File: config.mk
export PLATFORM = sky130hd
export DESIGN_NAME = wb_arbiter
export DESIGN_NICKNAME = d
export VERILOG_FILES = /design/src/rtl/wb_arbiter.sv
export SDC_FILE = /design/constraint.sdc
export NUM_CORES = 1
export LEC_CHECK = 0
export ABC_CLOCK_PERIOD_IN_PS = 9500
export CORE_AREA = 2 2 109 111
export CTS_CLUSTER_SIZE = 28
export DETAILED_ROUTE_END_ITERATION = 8
export DIE_AREA = 0 0 111 113
export GPL_TIMING_DRIVEN = 0
export PLACE_DENSITY = 0.91
export SKIP_CTS_REPAIR_TIMING = 1
export SYNTH_ARGS = -nofsm -noshare
export SYNTH_HDL_FRONTEND = slang
export SYNTH_SLANG_ARGS = --single-unit
File: constraint.sdc
create_clock -name clk_i -period 9.5 [get_ports clk_i]
set_input_delay 1.9 -clock clk_i [delete_from_list [all_inputs] [get_ports clk_i]]
set_output_delay 1.9 -clock clk_i [all_outputs]
set_load 0.03 [all_outputs]
File: src/rtl/wb_arbiter.sv
// Register-file write-port arbiter: single-cycle pipeline writebacks versus buffered MUL/DIV
// results, with a starvation guard and a per-register pending-MDU scoreboard.
module wb_arbiter #(
    parameter int unsigned XLEN         = 32,
    parameter int unsigned STARVE_LIMIT = 4
) (
    input  logic            clk_i,
    input  logic            rst_i,

    input  logic            pipe_we_i,
    input  logic [4:0]      pipe_rd_addr_i,
    input  logic [XLEN-1:0] pipe_rd_data_i,

    input  logic            mdu_valid_i,
    input  logic [4:0]      mdu_rd_addr_i,
    input  logic [XLEN-1:0] mdu_rd_data_i,
    output logic            mdu_ready_o,

    input  logic            issue_valid_i,
    input  logic [4:0]      issue_rd_addr_i,

    input  logic [4:0]      rs1_addr_i,
    input  logic [4:0]      rs2_addr_i,
    output logic            hazard_o,
    output logic [31:0]     busy_o,

    output logic            pipe_stall_o,

    output logic            rd_we_o,
    output logic [4:0]      rd_addr_o,
    output logic [XLEN-1:0] rd_data_o
);

    localparam int unsigned DEPTH = 2;
    localparam int unsigned CNT_W = (STARVE_LIMIT < 1) ? 1 : $clog2(STARVE_LIMIT + 1);

    typedef struct packed {
        logic [4:0]      addr;
        logic [XLEN-1:0] data;
    } entry_t;

    entry_t           fifo_q [DEPTH];
    logic             rd_ptr_q;
    logic             wr_ptr_q;
    logic [1:0]       count_q;
    logic [1:0]       count_d;
    logic [CNT_W-1:0] starve_q;
    logic [CNT_W-1:0] starve_d;
    logic [31:0]      busy_q;
    logic [31:0]      busy_d;

    entry_t head;
    logic   fifo_empty;
    logic   push;
    logic   pop;
    logic   pipe_valid;
    logic   starved;
    logic   grant_head;
    logic   grant_pipe;

    // Grant decision: pipeline wins unless the buffered head has waited STARVE_LIMIT cycles.
    always_comb begin
        head         = fifo_q[rd_ptr_q];
        fifo_empty   = (count_q == 2'd0);
        mdu_ready_o  = (count_q < 2'd2) & ~rst_i;
        push         = mdu_valid_i & mdu_ready_o;
        pipe_valid   = pipe_we_i & (pipe_rd_addr_i != 5'd0) & ~rst_i;
        starved      = (starve_q == CNT_W'(STARVE_LIMIT));
        grant_head   = ~fifo_empty & (starved | ~pipe_valid);
        grant_pipe   = pipe_valid & ~grant_head;
        pop          = grant_head;
        pipe_stall_o = starved & ~rst_i;
        hazard_o     = (busy_q[rs1_addr_i] | busy_q[rs2_addr_i]) & ~rst_i;
        busy_o       = busy_q;
    end

    // Write port mux; a head with rd=x0 is consumed without a write.
    always_comb begin
        rd_we_o   = 1'b0;
        rd_addr_o = 5'd0;
        rd_data_o = '0;
        if (grant_head) begin
            if (head.addr != 5'd0) begin
                rd_we_o   = 1'b1;
                rd_addr_o = head.addr;
                rd_data_o = head.data;
            end
        end else if (grant_pipe) begin
            rd_we_o   = 1'b1;
            rd_addr_o = pipe_rd_addr_i;
            rd_data_o = pipe_rd_data_i;
        end
    end

    // Next-state: occupancy, starvation age of the head, and scoreboard (set beats clear).
    always_comb begin
        count_d  = count_q;
        starve_d = starve_q;
        busy_d   = busy_q;

        if (push && !pop) begin
            count_d = count_q + 2'd1;
        end else if (pop && !push) begin
            count_d = count_q - 2'd1;
        end

        if (fifo_empty || grant_head) begin
            starve_d = '0;
        end else if (!starved) begin
            starve_d = starve_q + CNT_W'(1);
        end

        if (grant_head && (head.addr != 5'd0)) begin
            busy_d[head.addr] = 1'b0;
        end
        if (issue_valid_i && (issue_rd_addr_i != 5'd0)) begin
            busy_d[issue_rd_addr_i] = 1'b1;
        end
        busy_d[0] = 1'b0;
    end

    always_ff @(posedge clk_i or posedge rst_i) begin
        if (rst_i) begin
            for (int i = 0; i < int'(DEPTH); i++) begin
                fifo_q[i] <= '0;
            end
            rd_ptr_q <= 1'b0;
            wr_ptr_q <= 1'b0;
            count_q  <= 2'd0;
            starve_q <= '0;
            busy_q   <= '0;
        end else begin
            if (push) begin
                fifo_q[wr_ptr_q] <= '{addr: mdu_rd_addr_i, data: mdu_rd_data_i};
                wr_ptr_q         <= ~wr_ptr_q;
            end
            if (pop) begin
                rd_ptr_q <= ~rd_ptr_q;
            end
            count_q  <= count_d;
            starve_q <= starve_d;
            busy_q   <= busy_d;
        end
    end

endmodule

Word level (Yosys, flattened, before mapping) --
Index checks and enable logic that the tools add are counted.
Word-level totals: register bits after elaboration 112, input port bits 94, output and inout port bits 73, word-level logic and storage cells 89
Cells by class: add/subtract/negate cells 3, order comparisons 10, equal/unequal tests 2, mux-type cells 29, bitwise logic cells 21, reduce and logical (&&, ||, !) cells 15
Operator list (count):
- 32-bit two-way mux | 5
- 37-bit two-way mux | 4
- 74-bit bitwise mux | 1
- 37-bit demux with 1-bit select | 1
- 32-bit AND | 1
- 32-bit inverter | 1
- 32-bit bitwise OR | 1
- 5-bit by 6-bit less-than comparator with 1-bit output, second input constant | 4
- 5-bit two-way mux | 3
- 5-bit nonzero test | 3
- 1-bit binary-select mux with 5-bit select | 2
- 1-bit demux with 5-bit select | 2
- 5-bit by 1-bit greater-or-equal comparator with 1-bit output, second input constant | 2
- 1-bit AND | 8
- 1-bit logical AND | 7
- 1-bit two-way mux | 7
- 3-bit two-way mux | 2
- 1-bit inverter | 6
- 2-bit greater-or-equal comparator, second input constant | 2
- 2-bit two-way mux | 2
- 1-bit inverter with 2-bit output | 2
- 3-bit by 1-bit adder with 3-bit output, second input constant | 1
- 3-bit == test, second input constant | 1
- 2-bit by 1-bit adder with 2-bit output, second input constant | 1
- 9 further kinds | 11

Depth between registers and ports, before layout --
Gate-level depths: netlist (run 1).
word-level depth 13, gate-level depth with buffers 10, mapped depth without buffers 9

Worst setup path before layout (run 1) --
OpenSTA, ideal clock, no wires.
kind in2out, start input port pipe_rd_addr_i[3], end output port rd_data_o[13], data arrival time 3.737 ns, required time 7.600 ns, path slack 3.863 ns, cell stages on the path 5, cells stage by stage or4_4 > o211ai_2 > o211ai_2 > clkbuf_2 > o21ai_0
Between the ends: cells in the longest elaborated chain, start to end 10
RTL lines:
- from (decl) | line 11 | input logic [4:0] pipe_rd_addr_i,
- 5-bit nonzero test * | line 67 | pipe_valid = pipe_we_i & (pipe_rd_addr_i != 5'd0) & ~rst_i;
- 1-bit AND * (2 in a row) | line 67
- 1-bit inverter | line 69 | grant_head = ~fifo_empty & (starved | ~pipe_valid);
- 1-bit bitwise OR | line 69
- 1-bit AND | line 69
- 1-bit inverter | line 70 | grant_pipe = pipe_valid & ~grant_head;
- 1-bit AND | line 70
- 32-bit two-way mux | line 88 | end else if (grant_pipe) begin
- 32-bit two-way mux * | line 82 | if (grant_head) begin
- to (decl) | line 31 | output logic [XLEN-1:0] rd_data_o
Mark *: on every way between the ends. The rest lies on a longest branch, timed or not.

Worst setup path after layout (run 1) --
start input port rst_i, end output port rd_data_o[20]
Between the ends: cells in the longest elaborated chain, start to end 9
RTL lines:
- from (decl) | line 8 | input logic rst_i,
- 1-bit inverter * | line 67
- 1-bit AND * | line 67
- 1-bit inverter | line 69
- 1-bit bitwise OR | line 69
- 1-bit AND | line 69
- 1-bit inverter | line 70
- 1-bit AND | line 70
- 32-bit two-way mux | line 88
- 32-bit two-way mux * | line 82
Marked as above.

==> impl_metrics.ini, run 1 <==
[timing]
final_hold_violation_count = 0
unrepaired_setup_endpoints_after_global_routing = false
summed_negative_setup_slack_over_all_endpoints_ns = 0
clock_skew_ns = 0.00708
max-slew-margin-rel = 0.494
layout_worst_path_cycle_share = 0.750
final-max-slew-violation-count = 0
timing.final.setup_violations = 0
max_slew.worst_pin.slew_ns = 0.758
timing.hold.ws_ns = 0.475
timing.final.crit_period_ns = 7.13
max_freq_mhz = 140

[clocking]
clk-insertion-delay-late_ns = 0.34
cts_num_sinks = 112
cts_tree = built
cts.clk_slew.worst_paths_ns = 0.06
htree_levels = 3
number_of_buffers_added_by_the_clock_tree_synthesis_step = 9
cts.path.max_buffers = 2
clock_tree_root = sky130_fd_sc_hd__clkbuf_16

[min_path]
hp-class = flip-flop to flip-flop
timing.hold.worst.start = starve_q[0]
min_path_cells = 1
hold_path_end = starve_q[0]

[yosys]
dominant_cell_by_count_in_the_synthesized_netlist = sky130_fd_sc_hd__dfrtp_1
post_synth_most_frequent_cells = sky130_fd_sc_hd__dfrtp_1 (112), sky130_fd_sc_hd__mux2_2 (76), sky130_fd_sc_hd__o21ai_0 (68)
synth_compound_gate_area_share = 0.111
syn_area_um2 = 5790
synth_simple_gate_area_frac = 0.0849
dominant_combinational_cell_family_by_area_after_synthesis = multiplexers
netlist.area_leader.share = 0.484
synth-seq-area-share = 0.484
synth-seq-cells = 112
synth-main-ff-cell = sky130_fd_sc_hd__dfrtp_1
yosys.cell_types.count = 47
synth_warnings = 0
synth.top_cells.by_area = sky130_fd_sc_hd__dfrtp_1 (48%), sky130_fd_sc_hd__mux2_2 (15%), sky130_fd_sc_hd__mux2i_1 (7.6%)
synth.mux.area_fraction = 0.278
postSynth.asyncResetShare = 1.00
syn_nets = 599
synth_edf_count = 0
synth_area_leader_cell = sky130_fd_sc_hd__dfrtp_1
synth_xor_area_frac = 0.00908
synth.avg_cell_area_um2 = 11.5
synthCells = 502
yosys.area_share.adder = 0.00648

[detailed_routing]
drt_wl_total_um = 16200
drt_first_iter_violations = 275
routed_via_density = 5.94
1st_pass_router_iterations = 5
wire_per_inst_um = 19.7
remaining_drc_errors = 0
remaining_number_of_nets_flagged_by_the_antenna_check_after_routing = 0
routed_via_count = 4884

[finish]
fin_nets = 772
multi_input_area_um2 = 2840
area_growth_pct = 36.2
post_route_cells_drive_above_1_share = 0.202
antennaDiodeCount = 0
fillers = 806
final-seq-area_um2 = 2800

[floorplan]
die_area_um2 = 12500
num_io_pins = 167
floorplan.initialDensity = 0.514
die_width_um = 111
floorplan.rows = 39
chip_height_um = 113
core_area_um2 = 11300

[worst_setup_path]
reg2regPathDepth = 5
critical_path.endpoint_type = output pin
worstPathMaxFanout = 10
ff2ff_setup_slack_ns = 7.38
regToRegStartpoint = rd_ptr_q
arrival_ns = 5.23
critical_path.startpoint_type = input pin
critical_path_required_ns = 7.60
crit-reg2reg-capture = busy_o[3]
crit_type = input pin to output pin

[global_routing]
first_global_vias = 5043
grt_use_total = 0.264
grt.overflow.total = 0
grt_start_max_net_pins = 65
grt_antenna_before_repair = 0
first_pass_grt_wire_length_um = 26200

[placement]
placement.io_buffers = 161
dpl.hpwl_um = 12400
gpl.final_weighted_congestion = 0.919

[pwr]
leakage_power_of_the_design_nw = 3.24
switching_share = 0.428
p_total_mw = 2.81
p_seq_frac = 0.317
worst_vdd_ir_uv = 254
power.share.clock = 0.126
combPwrFrac = 0.557
pwr_density_cell_nw_per_um2 = 357
p_switching_mw = 1.21
p_int_mw = 1.61

[outcome]
status = finished clean

[run]
maxCapViolations = 0
layout by cell type (no fill, tap or decap), types with 6 or more instances in the layout:
| master | netlist | routed |
|---|---|---|
| sky130_fd_sc_hd__nor2_1 | 16 | 16 |
| sky130_fd_sc_hd__buf_2 | 14 | 14 |
| sky130_fd_sc_hd__o21ai_0 | 68 | 68 |
| sky130_fd_sc_hd__clkbuf_1 | 6 | 7 |
| sky130_fd_sc_hd__inv_1 | 7 | 6 |
| sky130_fd_sc_hd__nand3_1 | 11 | 11 |
| sky130_fd_sc_hd__clkbuf_16 | 0 | 9 |
| sky130_fd_sc_hd__mux2_2 | 76 | 76 |
| sky130_fd_sc_hd__o21ai_1 | 18 | 18 |
| sky130_fd_sc_hd__clkdlybuf4s50_1 | 0 | 161 |
| sky130_fd_sc_hd__dfrtp_1 | 112 | 112 |
| sky130_fd_sc_hd__nand2_1 | 45 | 45 |
| sky130_fd_sc_hd__mux4_2 | 14 | 14 |
| sky130_fd_sc_hd__mux2i_1 | 44 | 44 |
through the flow:
| step | setup WS (ns) | area [um2] | cells | util |
|---|---|---|---|---|
| after global placement | 2.57 | 7580 | 806 | 0.673 |
| after floorplan | 3.86 | 5790 | 502 | - |
| after CTS | 2.42 | 7890 | 822 | 0.700 |
| after detailed placement | 2.49 | 7610 | 807 | 0.675 |
| after global routing | 2.18 | 7890 | 822 | 0.700 |
| final | 2.37 | 7890 | 822 | 0.700 |
power by group through the flow:
| stage | Sequential (mW) | Combinational [mW] | Clock (mW) |
|---|---|---|---|
| 3_3_place_gp | 0.869 | 1.51 | 0 |
| 4_1_cts | 0.889 | 1.57 | 0.359 |
| 2_1_floorplan | 0.963 | 0.873 | 0 |
| 3_5_place_dp | 0.896 | 1.56 | 0 |
| 6_report | 0.893 | 1.57 | 0.354 |
| 5_1_grt | 0.921 | 1.66 | 0.377 |
worst max-delay path, cell delays in order:
cell and delay [ns]:
sky130_fd_sc_hd__clkdlybuf4s50_1 0.56, sky130_fd_sc_hd__nor2b_1 0.20, sky130_fd_sc_hd__clkbuf_1 0.33, sky130_fd_sc_hd__o211ai_2 0.23, sky130_fd_sc_hd__a21oi_1 0.60, sky130_fd_sc_hd__clkbuf_1 0.46
sky130_fd_sc_hd__nand2_1 0.09, sky130_fd_sc_hd__o21ai_0 0.12, sky130_fd_sc_hd__clkdlybuf4s50_1 0.72
state kept, by name, summed over array words and instances, names as in the netlist:
register / cells
starve_q: 3
busy_o: 31
wr_ptr_q: 1
rd_ptr_q: 1
fifo_q: 74
count_q: 2
layer usage:
metal  vias to the layer above  routed length, um  track usage
met5                         -                  0            0
met4                         0                359       0.0825
met3                        40               1310       0.0830
met2                       225               8340        0.465
met1                      2443               6180        0.310
li1                       2176                  -            -
cells by family after synthesis:
family,after synthesis
buffers and inverters,33
XOR/XNOR,6
adder cells (fa/ha/maj),3
flip-flops,112
other,1
AND/OR/NAND/NOR,101
AO/OA/AOI/OAI,112
multiplexers,134
final cells by class:
cell class,instances,area share
multi-input combinational,357,0.360
timing repair buffer,162,0.208
inverter,7,0.00365
sequential,112,0.355
tap,143,0.0227
clock buffer,12,0.0325
clock inverter,3,0.00222
buffer,26,0.0156
worst max-delay path by stage:
stage                       from  depth (start not counted)            end  slack, ns
6_report                   rst_i                          9  rd_data_o[20]       2.37
5_1_grt                    rst_i                          9  rd_data_o[20]       2.18
4_1_cts                    rst_i                          9  rd_data_o[20]       2.42
3_5_place_dp               rst_i                          9  rd_data_o[20]       2.49
3_3_place_gp               rst_i                          9  rd_data_o[20]       2.57
2_1_floorplan  pipe_rd_addr_i[3]                          5  rd_data_o[13]       3.86
No activity file was read; power rests on OpenSTA's default activity.
==> inputs of run 2 (changes only) <==
- ABC_CLOCK_PERIOD_IN_PS: 9500 -> 5900
- CORE_AREA: 2 2 109 111 -> 2 2 120 122
- DIE_AREA: 0 0 111 113 -> 0 0 122 124
- PLACE_DENSITY: 0.91 -> 0.81
- clock period: 9.5 -> 5.9 ns (I/O delays scaled with it)
==> run 2 against run 1 <==
Effect of this change:
- critical path depth stayed put
- sequential cell count stayed put
- power is 61% higher
- largest power group unchanged
- highest routed layer unchanged
==> impl_metrics.ini, run 2 (synthesis results as in run 1) <==
[worst_setup_path]
critical_path.endpoint_type = output pin
timing.critical_path.depth = 9
arrival_ns = 4.29
reg2regPathDepth = 5
critical_path.startpoint_type = input pin
timing.critical_path.max_delay_family = buffers and inverters
crit_type = input pin to output pin
crit_chain = clkdlybuf4s50_1, nor2b_1, clkbuf_1, o211ai_2, a21oi_1, clkbuf_1, nand2_1, o21ai_0, clkdlybuf4s50_1
critical_path.max_stage_delay_ns = 0.69
cp_num_buf_inv = 4
critical_path_required_ns = 4.72
worstPathMaxFanout = 10
timing.critical_path.slowest_stage_cell = sky130_fd_sc_hd__clkdlybuf4s50_1

[min_path]
hp-class = flip-flop to flip-flop
min_path_cells = 1

[detailed_routing]
routed_via_density = 5.53
drt_first_iter_violations = 226
wire_per_inst_um = 18.7
remaining_drc_errors = 0
drt_wl_total_um = 16100
routed_via_count = 4756
1st_pass_router_iterations = 5
remaining_number_of_nets_flagged_by_the_antenna_check_after_routing = 0

[pwr]
p_seq_frac = 0.316
leakage_power_of_the_design_nw = 3.24
switching_share = 0.430
worst_vdd_ir_uv = 391
p_switching_mw = 1.95
pwr_density_cell_nw_per_um2 = 571
p_int_mw = 2.59
power.share.clock = 0.129
combPwrFrac = 0.555

[placement]
placement.io_buffers = 161
dpl.hpwl_um = 12600
post-place-ws_ns = 0.394
gpl.final_weighted_congestion = 0.897

[finish]
largest_register_ffs = 74
most_common_cell_after_layout_fill_and_taps_aside = sky130_fd_sc_hd__clkdlybuf4s50_1
area_growth_pct = 37.3
registers.top_by_ff_count = fifo_q
post_route_cells_drive_above_1_share = 0.204
layout.cells.most_common_list = sky130_fd_sc_hd__clkdlybuf4s50_1 (161), sky130_fd_sc_hd__dfrtp_1 (112), sky130_fd_sc_hd__mux2_2 (76)
fin_nets = 772
antennaDiodeCount = 0

[clocking]
clk-insertion-delay-late_ns = 0.34
htree_levels = 3
cts.path.max_buffers = 2
number_of_buffers_added_by_the_clock_tree_synthesis_step = 9
cts_num_sinks = 112
cts.clk_slew.worst_paths_ns = 0.07
clock_tree_root = sky130_fd_sc_hd__clkbuf_16
cts_tree = built

[global_routing]
grt_antenna_before_repair = 0
grt.overflow.total = 0
first_pass_grt_wire_length_um = 25700
grt_start_max_net_pins = 64
grt_use_total = 0.219
first_global_vias = 5053

[timing]
final.setup.worst_slack_ns = 0.426
max_slew.worst_pin.slew_ns = 0.808
unrepaired_setup_endpoints_after_global_routing = false
summed_negative_setup_slack_over_all_endpoints_ns = 0
clock_skew_ns = 0.00867
final_hold_violation_count = 0
final-max-slew-violation-count = 0
timing.final.crit_period_ns = 5.47
max_freq_mhz = 183
layout_worst_path_cycle_share = 0.928
max-slew-margin-rel = 0.462
timing.final.setup_violations = 0

[outcome]
status = finished clean

[floorplan]
die_area_um2 = 15100
core_area_um2 = 13700
die_width_um = 122
floorplan.initialDensity = 0.422
floorplan.rows = 43
num_io_pins = 167
chip_height_um = 124

[run]
maxCapViolations = 0
==> run 2: worst reg2reg max path: stages, from the launching register on <==
cell and delay [ns]:
sky130_fd_sc_hd__dfrtp_1 0.32, sky130_fd_sc_hd__buf_2 0.21, sky130_fd_sc_hd__mux2i_1 0.63, sky130_fd_sc_hd__nand3_1 0.34, sky130_fd_sc_hd__o31ai_1 0.29, sky130_fd_sc_hd__o21ai_0 0.14
==> run 2: power by group through the flow <==
stage	registers [mW]	logic, mW	clock network [mW]
2_1_floorplan	1.55	1.41	0
3_3_place_gp	1.40	2.46	0
3_5_place_dp	1.44	2.52	0
4_1_cts	1.43	2.53	0.597
5_1_grt	1.49	2.67	0.630
6_report	1.43	2.52	0.586
==> run 2: area by class of cell <==
| cell class | instances | area (um2) |
|---|---|---|
| tap | 180 | 225 |
| clock inverter | 6 | 51.3 |
| sequential | 112 | 2800 |
| fill | 1126 | 5770 |
| multi-input combinational | 357 | 2840 |
| timing repair buffer | 162 | 1640 |
| clock buffer | 10 | 239 |
| buffer | 26 | 123 |
| inverter | 7 | 28.8 |
==> run 2: layer usage <==
| metal | GRT usage | up-vias | share of wire |
|---|---|---|---|
| met5 | 0 | - | 0 |
| met4 | 0.0460 | 0 | 0.0092 |
| met3 | 0.0632 | 14 | 0.092 |
| met2 | 0.389 | 235 | 0.50 |
| met1 | 0.266 | 2326 | 0.40 |
| li1 | - | 2181 | - |
==> run 2: final timing paths <==
kind | start | end | slack (ns)
worst max-delay path | rst_i | rd_data_o[5] | 0.43
worst min-delay path | starve_q[0] | starve_q[0] | 0.46
worst max register to register | rd_ptr_q | busy_o[3] | 3.83
worst min register to register | starve_q[0] | starve_q[0] | 0.46
max in group asynchronous | rst_i | fifo_q[45] | 3.70
min in group asynchronous | rst_i | fifo_q[73] | 1.50
==> run 2: through the flow <==
stage / hold slack [ns] / instances / cell area [um2] / util / power, mW
floorplan: 0.429 / 502 / 5790 / - / 2.96
global placement: 0.443 / 843 / 7630 / 0.556 / 3.86
detailed placement: 0.463 / 844 / 7660 / 0.558 / 3.96
CTS: 0.469 / 860 / 7950 / 0.579 / 4.56
global route: 0.490 / 860 / 7950 / 0.579 / 4.79
finish: 0.459 / 860 / 7950 / 0.579 / 4.54
==> inputs of run 3 (changes only) <==
- SETUP_SLACK_MARGIN: default -> 0.2
==> run 3 against run 2 <==
Effect of this change:
- cell count did not move
- die area did not move
- via count barely moved
- highest routed layer unchanged
- largest power group unchanged
- critical endpoint unchanged
- sequential power barely moved
==> impl_metrics.ini, run 3 (synthesis results as in run 1) <==
[outcome]
status = finished clean

[finish]
final-seq-area_um2 = 2800
fillers = 1125
fin_nets = 772
post_route_cells_drive_above_1_share = 0.206
most_common_cell_after_layout_fill_and_taps_aside = sky130_fd_sc_hd__clkdlybuf4s50_1
layout.cells.most_common_list = sky130_fd_sc_hd__clkdlybuf4s50_1 (161), sky130_fd_sc_hd__dfrtp_1 (112), sky130_fd_sc_hd__mux2_2 (76)
largest_register_ffs = 74
antennaDiodeCount = 0
registers.top_by_ff_count = fifo_q
area_growth_pct = 37.3
final_core_utilization = 0.580
finalInstanceArea_um2 = 7950
multi_input_area_um2 = 2840

[detailed_routing]
remaining_number_of_nets_flagged_by_the_antenna_check_after_routing = 0
wire_per_inst_um = 18.8
drt_wl_total_um = 16100
routed_via_count = 4754
1st_pass_router_iterations = 5
remaining_drc_errors = 0
drt_first_iter_violations = 234
routed_via_density = 5.53

[floorplan]
chip_height_um = 124
floorplan.rows = 43
die_area_um2 = 15100
floorplan.initialDensity = 0.422
num_io_pins = 167
die_width_um = 122
core_area_um2 = 13700

[timing]
layout_worst_path_cycle_share = 0.906
timing.hold.ws_ns = 0.459
timing.final.crit_period_ns = 5.34
timing.final.setup_violations = 0
final.setup.worst_slack_ns = 0.556
max-slew-margin-rel = 0.467
max_freq_mhz = 187
final_hold_violation_count = 0
clock_skew_ns = 0.0111
unrepaired_setup_endpoints_after_global_routing = false
summed_negative_setup_slack_over_all_endpoints_ns = 0
final-max-slew-violation-count = 0
max_slew.worst_pin.slew_ns = 0.799

[global_routing]
grt_antenna_before_repair = 0
first_pass_grt_wire_length_um = 25700
grt_use_total = 0.219
grt.overflow.total = 0
grt_start_max_net_pins = 64
first_global_vias = 5053

[min_path]
min_path_cells = 1
hp-class = flip-flop to flip-flop

[placement]
dpl.hpwl_um = 12600
gpl.final_weighted_congestion = 0.897
post-place-ws_ns = 0.394
placed_cell_area_um2 = 7660
placement.io_buffers = 161

[worst_setup_path]
arrival_ns = 4.16
crit_type = input pin to output pin
critical_path_required_ns = 4.72
worstPathMaxFanout = 10
critical_path.endpoint_type = output pin
reg2regPathDepth = 5
critical_path.startpoint_type = input pin

[clocking]
htree_levels = 3
cts.clk_slew.worst_paths_ns = 0.07
cts.path.max_buffers = 2
number_of_buffers_added_by_the_clock_tree_synthesis_step = 9
clock_tree_root = sky130_fd_sc_hd__clkbuf_16
cts_tree = built
clk-insertion-delay-late_ns = 0.35
cts_num_sinks = 112

[pwr]
pwr_density_cell_nw_per_um2 = 571
leakage_power_of_the_design_nw = 3.24
worst_vdd_ir_uv = 391

[run]
maxCapViolations = 0
-- run 3: cell counts in the layout (fill, tap and decap cells not counted) --
Identical to the previous run, type by type.
-- run 3: area by class of cell --
cell class                 instances  share of cell area
multi-input combinational        357               0.358
tap                              180              0.0283
sequential                       112               0.352
timing repair buffer             162               0.206
clock buffer                      10              0.0301
clock inverter                     6             0.00645
inverter                           7             0.00362
buffer                            26              0.0154
-- run 3: metrics by stage --
step	power (mW)	instances
final	4.54	860
after global routing	4.79	860
after CTS	4.56	860
after detailed placement	3.96	844
after global placement	3.86	843
after floorplan	2.96	502
-- run 3: power by group --
part	leakage, nW	internal (mW)	total (mW)	switching, mW
clock	0.140	0.304	0.587	0.283
combinational	1.75	1.14	2.52	1.38
sequential	1.36	1.14	1.44	0.290
-- run 3: path summary, 6_finish.rpt --
path                             startpoint      endpoint  slack [ns]
worst max register to register   count_q[1]    fifo_q[44]        3.82
max in group asynchronous             rst_i    fifo_q[15]        3.69
worst max-delay path                  rst_i  rd_data_o[5]        0.56
worst min-delay path            starve_q[0]   starve_q[0]        0.46
min in group asynchronous             rst_i    fifo_q[73]        1.50
worst min register to register  starve_q[0]   starve_q[0]        0.46
-- run 3: worst max-delay path: stages --
cell                              delay, ns
sky130_fd_sc_hd__clkdlybuf4s50_1       0.59
sky130_fd_sc_hd__nor2b_1               0.18
sky130_fd_sc_hd__clkbuf_1              0.32
sky130_fd_sc_hd__o211ai_2              0.26
sky130_fd_sc_hd__a21oi_2               0.37
sky130_fd_sc_hd__clkbuf_1              0.38
sky130_fd_sc_hd__nand2_1               0.10
sky130_fd_sc_hd__o21ai_0               0.09
sky130_fd_sc_hd__clkdlybuf4s50_1       0.69
-- run 3: metal layers --
layer	routed length [um]	up-vias	part of all wire	global-route usage
li1	-	2172	-	-
met1	6500	2332	0.40	0.266
met2	7980	232	0.49	0.389
met3	1480	18	0.092	0.0632
met4	177	0	0.011	0.0460
met5	0	-	0	0
